## src/rtl/serial_frame_tx_if.sv

```systemverilog
`default_nettype none
// ---------------------------------------------------------------------------
// serial_frame_tx_if : parallel handshake and serial line of serial_frame_tx
// Revision: 1.0
// ---------------------------------------------------------------------------
interface serial_frame_tx_if #(
  parameter int WIDTH = 8
) ();
  logic [WIDTH-1:0] data_in;
  logic             data_valid;
  logic             data_ready;
  logic             serial_out;
  logic             busy;
  logic             done;

  modport master (
    output data_in, data_valid,
    input  data_ready, serial_out, busy, done
  );

  modport slave (
    input  data_in, data_valid,
    output data_ready, serial_out, busy, done
  );
endinterface
`default_nettype wire

```

## src/rtl/serial_frame_tx.sv

```systemverilog
`default_nettype none
// ---------------------------------------------------------------------------
// serial_frame_tx : framed LSB-first serializer (start, data, even parity, stop)
// Revision: 1.0
// ---------------------------------------------------------------------------
module serial_frame_tx #(
  parameter int WIDTH        = 8,
  parameter int CLKS_PER_BIT = 1,
  parameter bit PARITY_EN    = 1'b0
) (
  input  logic               clk,
  input  logic               reset_n,
  serial_frame_tx_if.slave   bus
);

  localparam int c_baud_w = (CLKS_PER_BIT > 1) ? $clog2(CLKS_PER_BIT) : 1;
  localparam int c_bit_w  = $clog2(WIDTH);
  localparam logic [c_baud_w-1:0] c_baud_last = c_baud_w'(CLKS_PER_BIT - 1);
  localparam logic [c_bit_w-1:0]  c_bit_last  = c_bit_w'(WIDTH - 1);

  typedef enum logic [2:0] {
    S_IDLE   = 3'd0,
    S_START  = 3'd1,
    S_DATA   = 3'd2,
    S_PARITY = 3'd3,
    S_STOP   = 3'd4
  } state_t;

  state_t              state_q,  state_d;
  logic [WIDTH-1:0]    shift_q,  shift_d;
  logic                parity_q, parity_d;
  logic [c_baud_w-1:0] baud_q,   baud_d;
  logic [c_bit_w-1:0]  bit_q,    bit_d;
  logic                serial_q, serial_d;
  logic                done_q,   done_d;
  logic                w_bit_end;

  assign w_bit_end = (baud_q == c_baud_last);

  always_ff @(posedge clk or negedge reset_n) begin
    if (!reset_n) begin
      state_q  <= S_IDLE;
      shift_q  <= '0;
      parity_q <= 1'b0;
      baud_q   <= '0;
      bit_q    <= '0;
      serial_q <= 1'b1;
      done_q   <= 1'b0;
    end else begin
      state_q  <= state_d;
      shift_q  <= shift_d;
      parity_q <= parity_d;
      baud_q   <= baud_d;
      bit_q    <= bit_d;
      serial_q <= serial_d;
      done_q   <= done_d;
    end
  end

  always_comb begin
    state_d  = state_q;
    shift_d  = shift_q;
    parity_d = parity_q;
    baud_d   = baud_q;
    bit_d    = bit_q;
    done_d   = 1'b0;

    if (state_q != S_IDLE) begin
      baud_d = w_bit_end ? '0 : baud_q + 1'b1;
    end

    case (state_q)
      S_IDLE: begin
        if (bus.data_valid) begin
          state_d  = S_START;
          shift_d  = bus.data_in;
          parity_d = ^bus.data_in;
          baud_d   = '0;
          bit_d    = '0;
        end
      end
      S_START: begin
        if (w_bit_end) state_d = S_DATA;
      end
      S_DATA: begin
        if (w_bit_end) begin
          shift_d = {1'b0, shift_q[WIDTH-1:1]};
          if (bit_q == c_bit_last) begin
            bit_d   = '0;
            state_d = PARITY_EN ? S_PARITY : S_STOP;
          end else begin
            bit_d = bit_q + 1'b1;
          end
        end
      end
      S_PARITY: begin
        if (w_bit_end) state_d = S_STOP;
      end
      S_STOP: begin
        if (w_bit_end) begin
          state_d = S_IDLE;
          done_d  = 1'b1;
        end
      end
      default: state_d = S_IDLE;
    endcase
  end

  // Line level is decoded from the next state so serial_out stays a pure flop.
  always_comb begin
    serial_d = 1'b1;
    case (state_d)
      S_START:  serial_d = 1'b0;
      S_DATA:   serial_d = shift_d[0];
      S_PARITY: serial_d = parity_d;
      default:  serial_d = 1'b1;
    endcase
  end

  assign bus.data_ready = (state_q == S_IDLE);
  assign bus.busy       = (state_q != S_IDLE);
  assign bus.serial_out = serial_q;
  assign bus.done       = done_q;

endmodule
`default_nettype wire

```

## src/flat_wrapper.sv

```systemverilog
// flat-port wrapper written by rule: the top's interface ports become plain ports
module serial_frame_tx_flat 
#(
  parameter int WIDTH        = 8,
  parameter int CLKS_PER_BIT = 1,
  parameter bit PARITY_EN    = 1'b0
)
  (clk, reset_n, bus_data_in, bus_data_valid, bus_data_ready, bus_serial_out, bus_busy, bus_done);
  serial_frame_tx_if #(.WIDTH(WIDTH)) bus_i ();
  input  logic clk;
  input  logic reset_n;
  input wire logic [$bits(bus_i.data_in)-1:0] bus_data_in;
  input wire logic [$bits(bus_i.data_valid)-1:0] bus_data_valid;
  output wire logic [$bits(bus_i.data_ready)-1:0] bus_data_ready;
  output wire logic [$bits(bus_i.serial_out)-1:0] bus_serial_out;
  output wire logic [$bits(bus_i.busy)-1:0] bus_busy;
  output wire logic [$bits(bus_i.done)-1:0] bus_done;
  assign bus_i.data_in = bus_data_in;
  assign bus_i.data_valid = bus_data_valid;
  assign bus_data_ready = bus_i.data_ready;
  assign bus_serial_out = bus_i.serial_out;
  assign bus_busy = bus_i.busy;
  assign bus_done = bus_i.done;
  serial_frame_tx #(.WIDTH(WIDTH), .CLKS_PER_BIT(CLKS_PER_BIT), .PARITY_EN(PARITY_EN)) u_core (.clk(clk), .reset_n(reset_n), .bus(bus_i));
endmodule
```

## config.mk

```make
export PLATFORM = sky130hd
export DESIGN_NAME = serial_frame_tx_flat
export DESIGN_NICKNAME = d
export VERILOG_FILES = /design/src/rtl/serial_frame_tx_if.sv /design/src/rtl/serial_frame_tx.sv /design/src/flat_wrapper.sv
export SDC_FILE = /design/constraint.sdc
export NUM_CORES = 1
export LEC_CHECK = 0
export ABC_AREA = 1
export CORE_MARGIN = 2
export CORE_UTILIZATION = 56
export DETAILED_ROUTE_END_ITERATION = 12
export GPL_TIMING_DRIVEN = 0
export PLACE_DENSITY = 0.89
export SYNTH_ARGS = -nofsm -noshare
export SYNTH_HDL_FRONTEND = slang
export SYNTH_SLANG_ARGS = --single-unit
```

## constraint.sdc

```tcl
create_clock -name clk -period 2.5 [get_ports clk]
set_input_delay 0.625 -clock clk [delete_from_list [all_inputs] [get_ports clk]]
set_output_delay 0.625 -clock clk [all_outputs]
set_load 0.02 [all_outputs]
```

After elaboration in Yosys (flattened, before gate mapping)
Cells that the tools add are included.
{ "classes": {"add_sub_neg": 2, "eq_ne": 10, "n_mux": 23, "reduce_logical": 5} }
{ "ops": {"columns": ["operator", "count"], "rows": [
  ["3-bit 2-to-1 mux", 9],
  ["8-bit 2-to-1 mux", 2],
  ["8-bit case mux with 2 select lines", 1],
  ["3-bit case mux with 5 select lines", 1],
  ["3-bit by 2-bit == test with 1-bit output (second input constant)", 4],
  ["1-bit 2-to-1 mux", 8],
  ["8-bit XOR reduction", 1],
  ["3-bit by 1-bit == test with 1-bit output (second input constant)", 2],
  ["3-bit == test (second input constant)", 2],
  ["3-bit case mux with 2 select lines", 1],
  ["2-bit inequality test (second input constant)", 2],
  ["3-bit by 1-bit adder with 3-bit output (second input constant)", 1],
  ["3-bit logical NOT", 1],
  ["1-bit case mux with 3 select lines", 1],
  ["3-bit AND reduction", 1],
  ["3-bit nonzero test", 1],
  ["2-bit nonzero test", 1],
  ["1-bit adder (second input constant)", 1]
]} }
{ "totals": {"reg_bits": 18, "input_bits": 11, "output_inout_bits": 4, "elab_cells": 48} }

Depth between registers and ports, before layout
{ "depth": {"word_depth": 6, "mapped_depth": 10} }

Worst setup path before layout
OpenSTA, ideal clock, no wires.
{ "synth_timing": {"path_kind": "register -> output", "start": "register u_core.state_q[0]", "end": "output bus_data_ready", "arrival_ps": 925, "required_time_ps": 1875, "setup_slack_ps": 950, "stages_incl_launch_ff": 4, "n_path_buf": 0, "path_cell_list": "dfrtp_1 > nor2_2 > nand2_2 > inv_1"} }
{ "synth_via": {"elab_chain_len": 1} }
{ "synth_lines": {"columns": ["item", "line_no", "text"], "rows": [
  ["start, declared", "serial_frame_tx.sv:29", "state_t state_q, state_d;"],
  ["start signal, assigned", "serial_frame_tx.sv:50", "state_q <= state_d;"],
  ["3-bit logical NOT", "serial_frame_tx.sv:120", "assign bus.data_ready = (state_q == S_IDLE);"],
  ["end, declared", "flat_wrapper.sv:14", "output wire logic [$bits(bus_i.data_ready)-1:0] bus_data_ready;"]
]} }
Every way passes these cells.

Worst setup path after layout
{ "layout_timing": {"start": "register u_core.state_q[2]", "end": "output bus_data_ready"} }
Same word-level chain as after synthesis.

==> metrics.csv <==
metric;value;unit
drc;0;
grt_max_degree;19;
port_buffers;14;
worst_slack;146;ps
cts_hold_buf;0;
power;1250;µW
die_x;47.0;µm
skew;12.5;ps
synthTopCellsByCount;nand2_1 (54), inv_1 (21), dfrtp_1 (17);
synth_edf_count;0;
critPathLaunch;u_core.state_q[2];
row_count;15;
timing.final.max_slew_violations;0;
synth_nets;151;
synth.yosys.seq_area_share;0.436;
drtIter0Drc;17;
start_util;0.600;
cts_resized;0;
area_delta_synth_final;20.0;%
regToRegSetupSlack;980;ps
synth_ff_type;dfrtp_1;
r2r-start;u_core.state_q[2];
die_h;47.0;µm
reg2regPathDepth;6;
critPathKind;flop to output port;
routed_wl;2190;µm
max_stage_delay;600;ps
clkSlewWorstSetupHoldPaths;120;ps
worst_slew_pin_slew;823;ps
cap_violations;0;
maxSlewHeadroom;0.449;
yosys-top-cells-area;dfrtp_1 (41%), nand2_1 (20%), inv_1 (7.6%);
overflow;0;
place.gp.congestion;0.826;
dieArea;2210;µm²
antenna_found_initial;0;
fin_util;0.720;
first_global_vias;856;
synth_cells;138;
vdd_drop_max;0.000559;V
cts-root-buf;clkbuf_4;
grt_use_total;0.231;
syn-cell-area;1040;µm²
synth.distinct_cells;25;
cts_tree;done;
nets;170;
cts_buffers;3;
p_leak;0.000644;µW
path_cells;nor2_2, nand2_2, inv_1, clkdlybuf4s50_1;
drive_above_1_share;0.0962;
antenna_cells;0;
drt_first_pass_iters;4;
cp_max_fo;5;
arrival;1730;ps
crit_slowest_cell;clkdlybuf4s50_1;
core_area;1730;µm²
grt_first_pass_wirelength;3530;µm
boundaryPins;15;
synth-seq-cells;18;
cp.required;1880;ps
wl_per_cell;12.1;µm
rsz0062_at_grt;no;
min_path_type;flop to flop;
period_share;0.941;
ant_nets;0;
syn_area_per_cell;7.51;µm²
synth_top_area_frac;0.411;
endpoint;bus_data_ready;
vias_per_cell;5.23;
fin_setup_tns;0;ps
status;finished, final reports clean;
critPathCaptureType;output port;
hold_violations;0;
post_cts.repair.setup_buffers;0;
clock-sinks;18;
yosysWarnings;0;
insertion_delay;310;ps
synth.most_common_cell;nand2_1;
hpwl;1660;µm
h-tree-depth;1;
dr_total_vias;947;
setup_violations;0;
finalCriticalPeriod;2350;ps
max_freq;425;MHz
start_kind;flop;
powerDensity;1010;nW/µm²
place_ws;475;ps
async_flop_share;1.00;
yosysTopAreaCell;dfrtp_1;
cts_buffer_depth;2;
regToRegEndpoint;u_core.shift_q[4];
area by class of cell:
class,count,area [µm²]
flip-flops and latches,18,452
inverters,24,95.1
clock buffers,4,36.3
fillers,139,483
repair buffers,14,140
multi-input cells,96,489
well taps,25,31.3
cell families after synthesis:
group / synth area share
flip-flops: 0.436
buffers and inverters: 0.0918
AO/OA/AOI/OAI: 0.108
AND/OR/NAND/NOR: 0.341
adder cells (fa/ha/maj): 0.0242
state kept, by name (all words and copies together), names as in the netlist:
| signal | count |
|---|---|
| u_core.bit_q | 3 |
| u_core.baud_q | 1 |
| u_core.bus.serial_out | 1 |
| u_core.parity_q | 1 |
| u_core.state_q | 3 |
| u_core.shift_q | 8 |
| u_core.bus.done | 1 |
metal layers:
metal | part of all wire | track usage
met4 | 0.012 | 0.106
met3 | 0.037 | 0.0462
met5 | 0 | 0
met2 | 0.53 | 0.395
met1 | 0.42 | 0.280
report_power, final:
part | total [µW] | internal (µW) | switching, µW | leakage, µW
registers | 470 | 408 | 62.4 | 0.000228
logic | 595 | 230 | 365 | 0.000395
clock network | 187 | 89.0 | 98.4 | 0.0000210
total | 1250 | 727 | 525 | 0.000644
cell usage in the layout, fill, tap and decap left out, drive strengths merged:
| master | count |
|---|---|
| clkbuf | 4 |
| o21ai | 6 |
| nor4 | 1 |
| nor3 | 2 |
| ha | 2 |
| nand2 | 57 |
| a21boi | 1 |
| o221ai | 6 |
| clkdlybuf4s50 | 14 |
| dfstp | 1 |
| nor2 | 7 |
| nand3 | 9 |
| nand4 | 1 |
| o211ai | 1 |
| inv | 24 |
| o31ai | 1 |
| or2 | 1 |
| o22ai | 1 |
| dfrtp | 17 |
per-stage QoR:
stage | hold WS, ps | cell area (µm²) | std cells
after detailed placement | 481 | 1210 | 177
after global routing | 550 | 1240 | 181
final | 503 | 1240 | 181
after global placement | 470 | 1210 | 177
after CTS | 507 | 1240 | 181
after floorplan | 329 | 1040 | 138
worst min path at each step:
stage	start	endpoint	cells after the start
6_report	u_core.bit_q[2]	u_core.bit_q[2]	2
5_1_grt	u_core.shift_q[6]	u_core.shift_q[6]	2
4_1_cts	u_core.bit_q[2]	u_core.bit_q[2]	2
3_5_place_dp	u_core.shift_q[6]	u_core.shift_q[6]	2
3_3_place_gp	u_core.bit_q[2]	u_core.bit_q[2]	2
2_1_floorplan	reset_n	u_core.baud_q	0
critical path: cells and delay by family (launching register included):
| family | cells | cell delay [ps] |
|---|---|---|
| simple gates | 2 | 270 |
| flops | 1 | 470 |
| buf+inv | 2 | 680 |
No activity file was read; power rests on OpenSTA's default activity.
